$ cat src/rtl/multicycle_ctrl_pkg.sv
`default_nettype none
// ============================================================================
// Module      : multicycle_ctrl_pkg
// Description : Shared state encodings, RV32I opcodes and datapath mux codes
//               for the multicycle RV32I control unit.
// Revision    : 1.0 - initial release
// ============================================================================
package multicycle_ctrl_pkg;

  // Controller states; encoding 15 is unused and recovers to S_IF
  typedef enum logic [3:0] {
    S_IF      = 4'd0,
    S_ID      = 4'd1,
    S_EX_R    = 4'd2,
    S_EX_I    = 4'd3,
    S_EX_ADDR = 4'd4,
    S_MEM_RD  = 4'd5,
    S_MEM_WR  = 4'd6,
    S_WB_ALU  = 4'd7,
    S_WB_MEM  = 4'd8,
    S_BR      = 4'd9,
    S_PC_INC  = 4'd10,
    S_JALR_EX = 4'd11,
    S_JUMP_WB = 4'd12,
    S_ECALL   = 4'd13,
    S_HALT    = 4'd14
  } state_e;

  // RV32I major opcodes (IR[6:0])
  localparam logic [6:0] OP_RTYPE  = 7'b0110011;
  localparam logic [6:0] OP_IMM    = 7'b0010011;
  localparam logic [6:0] OP_LOAD   = 7'b0000011;
  localparam logic [6:0] OP_STORE  = 7'b0100011;
  localparam logic [6:0] OP_BRANCH = 7'b1100011;
  localparam logic [6:0] OP_JAL    = 7'b1101111;
  localparam logic [6:0] OP_JALR   = 7'b1100111;
  localparam logic [6:0] OP_SYSTEM = 7'b1110011;

  // ALU operation select
  localparam logic [1:0] ALUOP_ADD    = 2'b00;
  localparam logic [1:0] ALUOP_BRANCH = 2'b01;
  localparam logic [1:0] ALUOP_FUNCT  = 2'b10;

  // ALU operand A select
  localparam logic SRCA_PC  = 1'b0;
  localparam logic SRCA_RS1 = 1'b1;

  // ALU operand B select
  localparam logic [1:0] SRCB_RS2  = 2'b00;
  localparam logic [1:0] SRCB_FOUR = 2'b01;
  localparam logic [1:0] SRCB_IMM  = 2'b10;

  // Register-file write-data select
  localparam logic [1:0] M2R_ALUOUT = 2'b00;
  localparam logic [1:0] M2R_MDR    = 2'b01;
  localparam logic [1:0] M2R_ALU    = 2'b10;

endpackage
`default_nettype wire

$ cat src/rtl/multicycle_ctrl_decode.sv
`default_nettype none
// ============================================================================
// Module      : multicycle_ctrl_decode
// Description : Combinational state-to-control decode. All outputs are Moore
//               except ir_write (IF && mem_ready) and the BR pc_write (bcond).
// Revision    : 1.0 - initial release
// ============================================================================
module multicycle_ctrl_decode
  import multicycle_ctrl_pkg::*;
(
  input  state_e     state,
  input  logic       bcond,
  input  logic       mem_ready,
  output logic       pc_write,
  output logic       i_or_d,
  output logic       mem_read,
  output logic       mem_write,
  output logic [1:0] mem_to_reg,
  output logic       ir_write,
  output logic       pc_source,
  output logic [1:0] alu_op,
  output logic       alu_src_a,
  output logic [1:0] alu_src_b,
  output logic       reg_write,
  output logic       is_ecall,
  output logic       is_halted
);

  // Decode the current state into datapath controls; unlisted controls stay 0
  always_comb begin
    pc_write   = 1'b0;
    i_or_d     = 1'b0;
    mem_read   = 1'b0;
    mem_write  = 1'b0;
    mem_to_reg = M2R_ALUOUT;
    ir_write   = 1'b0;
    pc_source  = 1'b0;
    alu_op     = ALUOP_ADD;
    alu_src_a  = SRCA_PC;
    alu_src_b  = SRCB_RS2;
    reg_write  = 1'b0;
    is_ecall   = 1'b0;
    is_halted  = 1'b0;
    case (state)
      S_IF: begin
        mem_read = 1'b1;
        ir_write = mem_ready;
      end
      S_ID: begin
        alu_src_b = SRCB_IMM;
      end
      S_EX_R: begin
        alu_src_a = SRCA_RS1;
        alu_op    = ALUOP_FUNCT;
      end
      S_EX_I: begin
        alu_src_a = SRCA_RS1;
        alu_src_b = SRCB_IMM;
        alu_op    = ALUOP_FUNCT;
      end
      S_EX_ADDR, S_JALR_EX: begin
        alu_src_a = SRCA_RS1;
        alu_src_b = SRCB_IMM;
      end
      S_MEM_RD: begin
        mem_read = 1'b1;
        i_or_d   = 1'b1;
      end
      S_MEM_WR: begin
        mem_write = 1'b1;
        i_or_d    = 1'b1;
      end
      S_WB_ALU, S_WB_MEM: begin
        reg_write  = 1'b1;
        mem_to_reg = (state == S_WB_MEM) ? M2R_MDR : M2R_ALUOUT;
        alu_src_b  = SRCB_FOUR;
        pc_write   = 1'b1;
      end
      S_BR: begin
        alu_src_a = SRCA_RS1;
        alu_op    = ALUOP_BRANCH;
        pc_source = 1'b1;
        pc_write  = bcond;
      end
      S_PC_INC: begin
        alu_src_b = SRCB_FOUR;
        pc_write  = 1'b1;
      end
      S_JUMP_WB: begin
        alu_src_b  = SRCB_FOUR;
        reg_write  = 1'b1;
        mem_to_reg = M2R_ALU;
        pc_source  = 1'b1;
        pc_write   = 1'b1;
      end
      S_ECALL: begin
        is_ecall = 1'b1;
      end
      S_HALT: begin
        is_halted = 1'b1;
      end
      default: begin
        pc_write = 1'b0;
      end
    endcase
  end

endmodule
`default_nettype wire

$ cat src/rtl/multicycle_ctrl_fsm.sv
`default_nettype none
// ============================================================================
// Module      : multicycle_ctrl_fsm
// Description : Multicycle RV32I control FSM with mem_ready handshake,
//               bounded memory-wait timeout and retired-instruction counter.
// Revision    : 1.0 - initial release
// ============================================================================
module multicycle_ctrl_fsm
  import multicycle_ctrl_pkg::*;
#(
  parameter int STATE_W      = 4,   // debug state width, at least 4
  parameter int CNT_W        = 32,
  parameter int MEM_WAIT_MAX = 0    // 0 disables the wait timeout
) (
  input  logic               clk,
  input  logic               reset,
  input  logic [6:0]         opcode,
  input  logic               bcond,
  input  logic               mem_ready,
  input  logic               halt_req,
  output logic               pc_write,
  output logic               i_or_d,
  output logic               mem_read,
  output logic               mem_write,
  output logic [1:0]         mem_to_reg,
  output logic               ir_write,
  output logic               pc_source,
  output logic [1:0]         alu_op,
  output logic               alu_src_a,
  output logic [1:0]         alu_src_b,
  output logic               reg_write,
  output logic               is_ecall,
  output logic               is_halted,
  output logic               mem_timeout,
  output logic [STATE_W-1:0] state,
  output logic [CNT_W-1:0]   instr_retired
);

  localparam int WAIT_W = (MEM_WAIT_MAX < 2) ? 1 : $clog2(MEM_WAIT_MAX + 1);
  // Counter value seen on the last tolerated stall cycle
  localparam logic [WAIT_W-1:0] WAIT_LAST =
    (MEM_WAIT_MAX == 0) ? '0 : WAIT_W'(MEM_WAIT_MAX - 1);

  state_e            cur_state;
  state_e            nxt_state;
  logic [WAIT_W-1:0] wait_cnt;
  logic              waiting;
  logic              timeout_hit;
  logic              retire;

  // A memory-facing state stalls whenever mem_ready is low
  assign waiting = ((cur_state == S_IF) || (cur_state == S_MEM_RD) ||
                    (cur_state == S_MEM_WR)) && !mem_ready;

  // mem_ready in the expiring cycle clears 'waiting', so the access wins
  assign timeout_hit = (MEM_WAIT_MAX != 0) && waiting && (wait_cnt == WAIT_LAST);

  // Instructions retire on leaving their last state; timeouts never retire
  assign retire = (cur_state == S_WB_ALU)  || (cur_state == S_WB_MEM) ||
                  (cur_state == S_PC_INC)  || (cur_state == S_JUMP_WB) ||
                  ((cur_state == S_BR)    && bcond) ||
                  ((cur_state == S_ECALL) && halt_req);

  assign state = STATE_W'(cur_state);

  // State register
  always_ff @(posedge clk) begin
    if (reset) cur_state <= S_IF;
    else       cur_state <= nxt_state;
  end

  // Next-state logic; a wait timeout overrides normal sequencing
  always_comb begin
    nxt_state = cur_state;
    case (cur_state)
      S_IF:      if (mem_ready) nxt_state = S_ID;
      S_ID: begin
        case (opcode)
          OP_RTYPE:          nxt_state = S_EX_R;
          OP_IMM:            nxt_state = S_EX_I;
          OP_LOAD, OP_STORE: nxt_state = S_EX_ADDR;
          OP_BRANCH:         nxt_state = S_BR;
          OP_JAL:            nxt_state = S_JUMP_WB;
          OP_JALR:           nxt_state = S_JALR_EX;
          OP_SYSTEM:         nxt_state = S_ECALL;
          default:           nxt_state = S_PC_INC;
        endcase
      end
      S_EX_R, S_EX_I: nxt_state = S_WB_ALU;
      S_EX_ADDR: nxt_state = (opcode == OP_STORE) ? S_MEM_WR : S_MEM_RD;
      S_MEM_RD:  if (mem_ready) nxt_state = S_WB_MEM;
      S_MEM_WR:  if (mem_ready) nxt_state = S_PC_INC;
      S_WB_ALU, S_WB_MEM, S_PC_INC, S_JUMP_WB: nxt_state = S_IF;
      S_BR:      nxt_state = bcond ? S_IF : S_PC_INC;
      S_JALR_EX: nxt_state = S_JUMP_WB;
      S_ECALL:   nxt_state = halt_req ? S_HALT : S_PC_INC;
      S_HALT:    nxt_state = S_HALT;
      default:   nxt_state = S_IF;
    endcase
    if (timeout_hit) nxt_state = S_HALT;
  end

  // Consecutive-stall counter, cleared whenever the state changes
  always_ff @(posedge clk) begin
    if (reset)                              wait_cnt <= '0;
    else if (nxt_state != cur_state)        wait_cnt <= '0;
    else if (waiting && (wait_cnt != '1))   wait_cnt <= wait_cnt + 1'b1;
  end

  // Sticky timeout flag
  always_ff @(posedge clk) begin
    if (reset)            mem_timeout <= 1'b0;
    else if (timeout_hit) mem_timeout <= 1'b1;
  end

  // Saturating retired-instruction counter
  always_ff @(posedge clk) begin
    if (reset)                                  instr_retired <= '0;
    else if (retire && (instr_retired != '1))   instr_retired <= instr_retired + 1'b1;
  end

  multicycle_ctrl_decode u_decode (
    .state      (cur_state),
    .bcond      (bcond),
    .mem_ready  (mem_ready),
    .pc_write   (pc_write),
    .i_or_d     (i_or_d),
    .mem_read   (mem_read),
    .mem_write  (mem_write),
    .mem_to_reg (mem_to_reg),
    .ir_write   (ir_write),
    .pc_source  (pc_source),
    .alu_op     (alu_op),
    .alu_src_a  (alu_src_a),
    .alu_src_b  (alu_src_b),
    .reg_write  (reg_write),
    .is_ecall   (is_ecall),
    .is_halted  (is_halted)
  );

endmodule
`default_nettype wire
$ cat config.mk
export PLATFORM = sky130hd
export DESIGN_NAME = multicycle_ctrl_fsm
export DESIGN_NICKNAME = d
export VERILOG_FILES = /design/src/rtl/multicycle_ctrl_pkg.sv /design/src/rtl/multicycle_ctrl_decode.sv /design/src/rtl/multicycle_ctrl_fsm.sv
export SDC_FILE = /design/constraint.sdc
export NUM_CORES = 1
export LEC_CHECK = 0
export ABC_AREA = 1
export CAP_MARGIN = 0
export CORE_MARGIN = 3
export CORE_UTILIZATION = 40
export CTS_CLUSTER_DIAMETER = 120
export DETAILED_ROUTE_END_ITERATION = 12
export PLACE_DENSITY = 0.67
export SLEW_MARGIN = 20
export SYNTH_ARGS = -nofsm -noshare
export SYNTH_HDL_FRONTEND = slang
export SYNTH_SLANG_ARGS = --single-unit
$ cat constraint.sdc
create_clock -name clk -period 2.1 [get_ports clk]
set_input_delay 0.315 -clock clk [delete_from_list [all_inputs] [get_ports clk]]
set_output_delay 0.315 -clock clk [all_outputs]
set_load 0.05 [all_outputs]
Word level (Yosys, flattened, before mapping)

Cells that the tools add are included.

Register bits: 36
Bits of input ports: 12
Word-level logic and storage cells: 71

Add/subtract/negate cells: 1
Equal/unequal tests: 26
Mux-type cells: 22
Reduce and logical (&&, ||, !) cells: 20

Operators with widths:

| operator              | number |
|---|---|
| $pmux 4 s10           | 1 |
| $add 32x1->32 const B | 1 |
| $ne 32x32->1 const B  | 1 |
| $eq 4x4->1 const B    | 7 |
| $eq 7x7->1 const B    | 4 |
| $pmux 4 s7            | 1 |
| $eq 4x3->1 const B    | 4 |
| $mux 4                | 4 |
| $eq 7x6->1 const B    | 2 |
| $pmux 2 s2            | 3 |
| $reduce_or 2->1       | 6 |
| $mux 1                | 10 |
| $eq 4x2->1 const B    | 2 |
| $reduce_or 4->1       | 2 |
| $eq 7x2->1 const B    | 1 |
| $eq 7x5->1 const B    | 1 |
| $ne 2x2->1 const B    | 3 |
| $logic_or 1x1->1      | 5 |
| $reduce_or 5->1       | 1 |
| $eq 4x1->1 const B    | 1 |
| $logic_not 4->1       | 1 |
| $logic_and 1x1->1     | 3 |
| $mux 3                | 1 |
| $reduce_and 3->1      | 1 |
| 3 further kinds       | 3 |

Depth between registers and ports, before layout

Gate-level depths: netlist of run 1.

Depth after elaboration: 7
Mapped depth: 11
Gate-level depth less buffers: 10

By module

From an unflattened synthesis of run 1, not the netlist that was laid out.

Cell total of the unflattened synthesis: 466
Area, all modules: 2812.7 um^2

By module, submodules not included:

| module                 | times used | cells an instance | area an instance (um^2) |
|---|---|---|---|
| multicycle_ctrl_fsm    | 1          | 425               | 2638.8 |
| multicycle_ctrl_decode | 1          | 41                | 173.9 |

Worst setup path before layout of run 1

Ideal clock, no wire load.

Path type: reg2out
Start point: register cur_state[2], in the netlist state[2]
End point: output pc_source
Arrival: 2005 ps
Required time: 1785 ps
Setup slack: -220 ps
Stages on the path, launching flop included: 3
Path buffers: 0
Path through: dfxtp_1 -> nand2_1 -> o21ai_0

Longest elaborated chain between the ends: 3
Elaborated cells between the ends (all ways): 4
Classes of those cells: 2 x eq/ne; 1 x mux; 1 x reduce/logical

RTL lines:

| element                              | line                         | source |
|---|---|---|
| start: declaration                   | multicycle_ctrl_fsm.sv:44    | `state_e cur_state;` |
| start signal: assignment             | multicycle_ctrl_fsm.sv:69    | `else cur_state <= nxt_state;` |
| $eq 4x4->1                           | multicycle_ctrl_decode.sv:44 | `case (state)` |
| $reduce_or 2->1 (no source line) (*) | -                            |  |
| $mux 1 (*)                           | multicycle_ctrl_decode.sv:44 |  |
| end: declaration                     | multicycle_ctrl_fsm.sv:27    | `output logic pc_source,` |

Every way passes the cells marked *; elsewhere a longest branch is shown, timed or not.

Worst setup path after layout of run 1

Start point: register instr_retired[17]
End point: register instr_retired[23]

Longest elaborated chain between the ends: 2
Elaborated cells between the ends (all ways): 3
Classes of those cells: 1 x add/sub; 1 x eq/ne; 1 x reduce/logical

RTL lines:

| element                                                               | line                       | source |
|---|---|---|
| start: declaration                                                    | multicycle_ctrl_fsm.sv:36  | `output logic [CNT_W-1:0] instr_retired` |
| start signal: assignment                                              | multicycle_ctrl_fsm.sv:119 | `else if (retire && (instr_retired != '1)) instr_retired <= instr_retired + 1'b1;` |
| parallel branches: the longest is 2 deep, another holds $add 32x1->32 | -                          |  |

Several ways; the timed one is not identified.
A chain may end at the register's enable or synchronous reset.

==> summary.md, run 1 <==
| Metric | Value |
|---|---|
| WHS Path Cells | `2` |
| RSZ-0062 raised after global routing | `no` |
| # diodes | `0` |
| Via count | `3178` |
| Reg clk slew, reported paths | `0.08 ns` |
| Layout overhead on the synthesized area | `34.1%` |
| Hold Crit Class | `reg2reg` |
| Max-Cap Viols | `0` |
| Post-synth EDFFs | `0` |
| Global-route wire length before repair | `13000 µm` |
| Height of the chip | `87.6 µm` |
| Non-filler cells, final | `626` |
| Pin count of the biggest net entering global routing | `20` |
| CP Data Required Time | `2.33 ns` |
| RePlAce Congestion | `0.986` |
| Die area | `0.00767 mm²` |
| Setup TNS | `0 ns` |
| Critical path data arrival time | `2.17 ns` |
| Sequential area share after synthesis | `0.271` |
| Via density | `5.08` |
| Pwr dens | `874 mW/mm²` |
| Netlist cell types | `28` |
| Slew headroom | `0.653` |
| Mapped Area | `0.00266 mm²` |
| CTS tree | `done` |
| Post-CTS Setup Inserts | `0` |
| Gr usage total | `0.216` |
| P_leak | `1.47 nW` |
| Initial antenna violation count | `0` |
| FFs w/ async S/R, synth | `0` |
| Peak VDD IR | `1.44 mV` |
| Crit share post-route | `0.925` |
| Post-Syn Nets | `485` |
| Predominant post-synthesis flop cell | `dfxtp_1` |
| Cell count after placement | `618` |
| DRT Pass-1 Iters | `5` |
| Share of cells above drive strength 1 | `0.104` |
| Syn Area/Cell | `5.64 µm²` |
| Seq cells post-synth | `36` |
| Post-DP HPWL | `6290 µm` |
| # DRC | `0` |
| Crit Path Category | `reg2reg` |
| Crit. End Element | `flop` |
| Period minus WS final | `1.94 ns` |
| Final ANT Viol Nets | `0` |
| Slew @ Worst Pin | `0.519 ns` |
| Clk root buf | `clkbuf_8` |
| Post-Route WL | `8050 µm` |
| Initial Utilization | `0.417` |
| Core ar. | `0.00639 mm²` |
| Setup Skew | `0.0105 ns` |
| Die width | `87.6 µm` |
| Synth Instances | `472` |
| Outcome | `finished clean` |
| Clk sinks | `36` |
| PortBufs | `63` |
| TritonCTS buffer count | `5` |
| Synth Warn # | `0` |
| Iteration-0 DRC Markers | `296` |
| Final setup viols | `0` |
| F_max | `515 MHz` |
| H-tree levels | `2` |
| Crit path max fanout | `19` |
| CP Launch Type | `flop` |
| Hold slack | `0.513 ns` |
| Clock Latency Late Sink | `0.29 ns` |
| Final hold violations | `0` |
| WL/cell | `12.9 µm` |
| Std cell rows | `29` |
| Num ports | `65` |
| Clk buf depth | `2` |
| Final core occ | `0.559` |
| Gr ovfl total | `0` |
| Fin nets | `561` |
| Vias in the first global route | `2710` |
| FF-to-FF path depth | `9` |
| Count of final max-slew check failures | `0` |
-- Yosys cell counts (5+ instances only) --
cell / instances / area, µm²
a21oi_1: 29 / 145
dfxtp_1: 36 / 721
inv_1: 40 / 150
nand2_1: 184 / 691
nand3_1: 27 / 135
nand3b_1: 13 / 97.6
nand4_1: 5 / 31.3
nor2_1: 84 / 315
o21ai_0: 12 / 60.1
xnor2_1: 5 / 43.8
xor2_1: 5 / 43.8
-- flip-flops by register name, indices dropped and copies added (netlist names) --
signal         flops
instr_retired     32
state              4
-- per-layer routing --
| metal | wire (µm) | share of wire | vias up | track usage |
|---|---|---|---|---|
| met5 | 0 | 0 | - | 0 |
| met4 | 137 | 0.017 | 0 | 0.0628 |
| met3 | 605 | 0.075 | 15 | 0.0461 |
| met2 | 3500 | 0.43 | 133 | 0.325 |
| met1 | 3800 | 0.47 | 1398 | 0.309 |
| li1 | - | - | 1632 | - |
-- metrics by stage --
| step | area [µm²] | setup slack, ns | total power (W) |
|---|---|---|---|
| after floorplan | 2670 | 0.0246 | 0.00198 |
| after global placement | 3470 | 0.244 | 0.00261 |
| after detailed placement | 3470 | 0.143 | 0.00260 |
| after CTS | 3560 | 0.108 | 0.00313 |
| after global routing | 3570 | 0.00703 | 0.00329 |
| final | 3570 | 0.157 | 0.00312 |
-- placed cells by master, fill, tap and decap left out, drive strengths merged --
cell and instances:
o21ai 12, dfxtp 36, clkdlybuf4s50 47, conb 1
a22oi 1, clkinv 2, nand2 188, inv 44
xor2 5, ha 1, o21a 1, nand4 6
buf 33, nand3 27, xnor2 5, o211ai 1
nor2 89, nand3b 13, nor3 2, clkbuf 6
a21oi 29
-- worst max-delay path, stage by stage, from the launching register on --
cell and delay [ns]:
dfxtp_1 0.46, nand2_1 0.10, nor2_1 0.19, nand2_1 0.09
nor2_1 0.32, nand2_8 0.18, nand2_4 0.13, buf_4 0.19
nand2_1 0.07, a21oi_1 0.14
-- cells by family after synthesis --
kind of cell	count (synthesis)	share of synthesized area
and+or+nand+nor	325	0.519
buffers and inverters	55	0.0859
AOI/OAI and AO/OA	44	0.0855
DFF	36	0.271
xor gates and xnor gates	10	0.0329
adders and majority gates	1	0.00470
other	1	0.00141
-- power by group --
part / switching [W] / internal [W] / leakage [nW]
Sequential: 0.0000705 / 0.000736 / 0.292
Clock: 0.000265 / 0.000262 / 0.0510
Combinational: 0.00121 / 0.000581 / 1.13
Total: 0.00154 / 0.00158 / 1.47
-- cell type report --
type                       count  area, µm²
timing repair buffer          80        772
multi-input combinational    381       1720
tap                           77       96.3
clock buffer                   6       82.6
inverter                      44        165
sequential                    36        723
fill                         655       2810
clock inverter                 2       10.0
-- worst paths after layout --
kind	from	to	slack, ns
setup / recovery	instr_retired[17]$_SDFFE_PP0P_	instr_retired[23]$_SDFFE_PP0P_	0.16
hold reg to reg	instr_retired[30]$_SDFFE_PP0P_	instr_retired[30]$_SDFFE_PP0P_	0.51
setup reg to reg	instr_retired[17]$_SDFFE_PP0P_	instr_retired[23]$_SDFFE_PP0P_	0.16
hold / removal	instr_retired[30]$_SDFFE_PP0P_	instr_retired[30]$_SDFFE_PP0P_	0.51
-- what timing repair did --
| item | in CTS | in global routing |
|---|---|---|
| gates resized for setup | 0 | 3 |
| endpoints found under the hold margin | 0 | 0 |
| hold buffers | 0 | 0 |
| endpoints found under the setup margin | 0 | 29 |
(Power assumes the default switching activity.)
==> run 2, diff against run 1 <==
- HOLD_SLACK_MARGIN: unset -> 0.03
- SKIP_LAST_GASP: unset -> 1
==> results of run 2 <==
Final layout, timing and power as in run 1 (identical DEF).
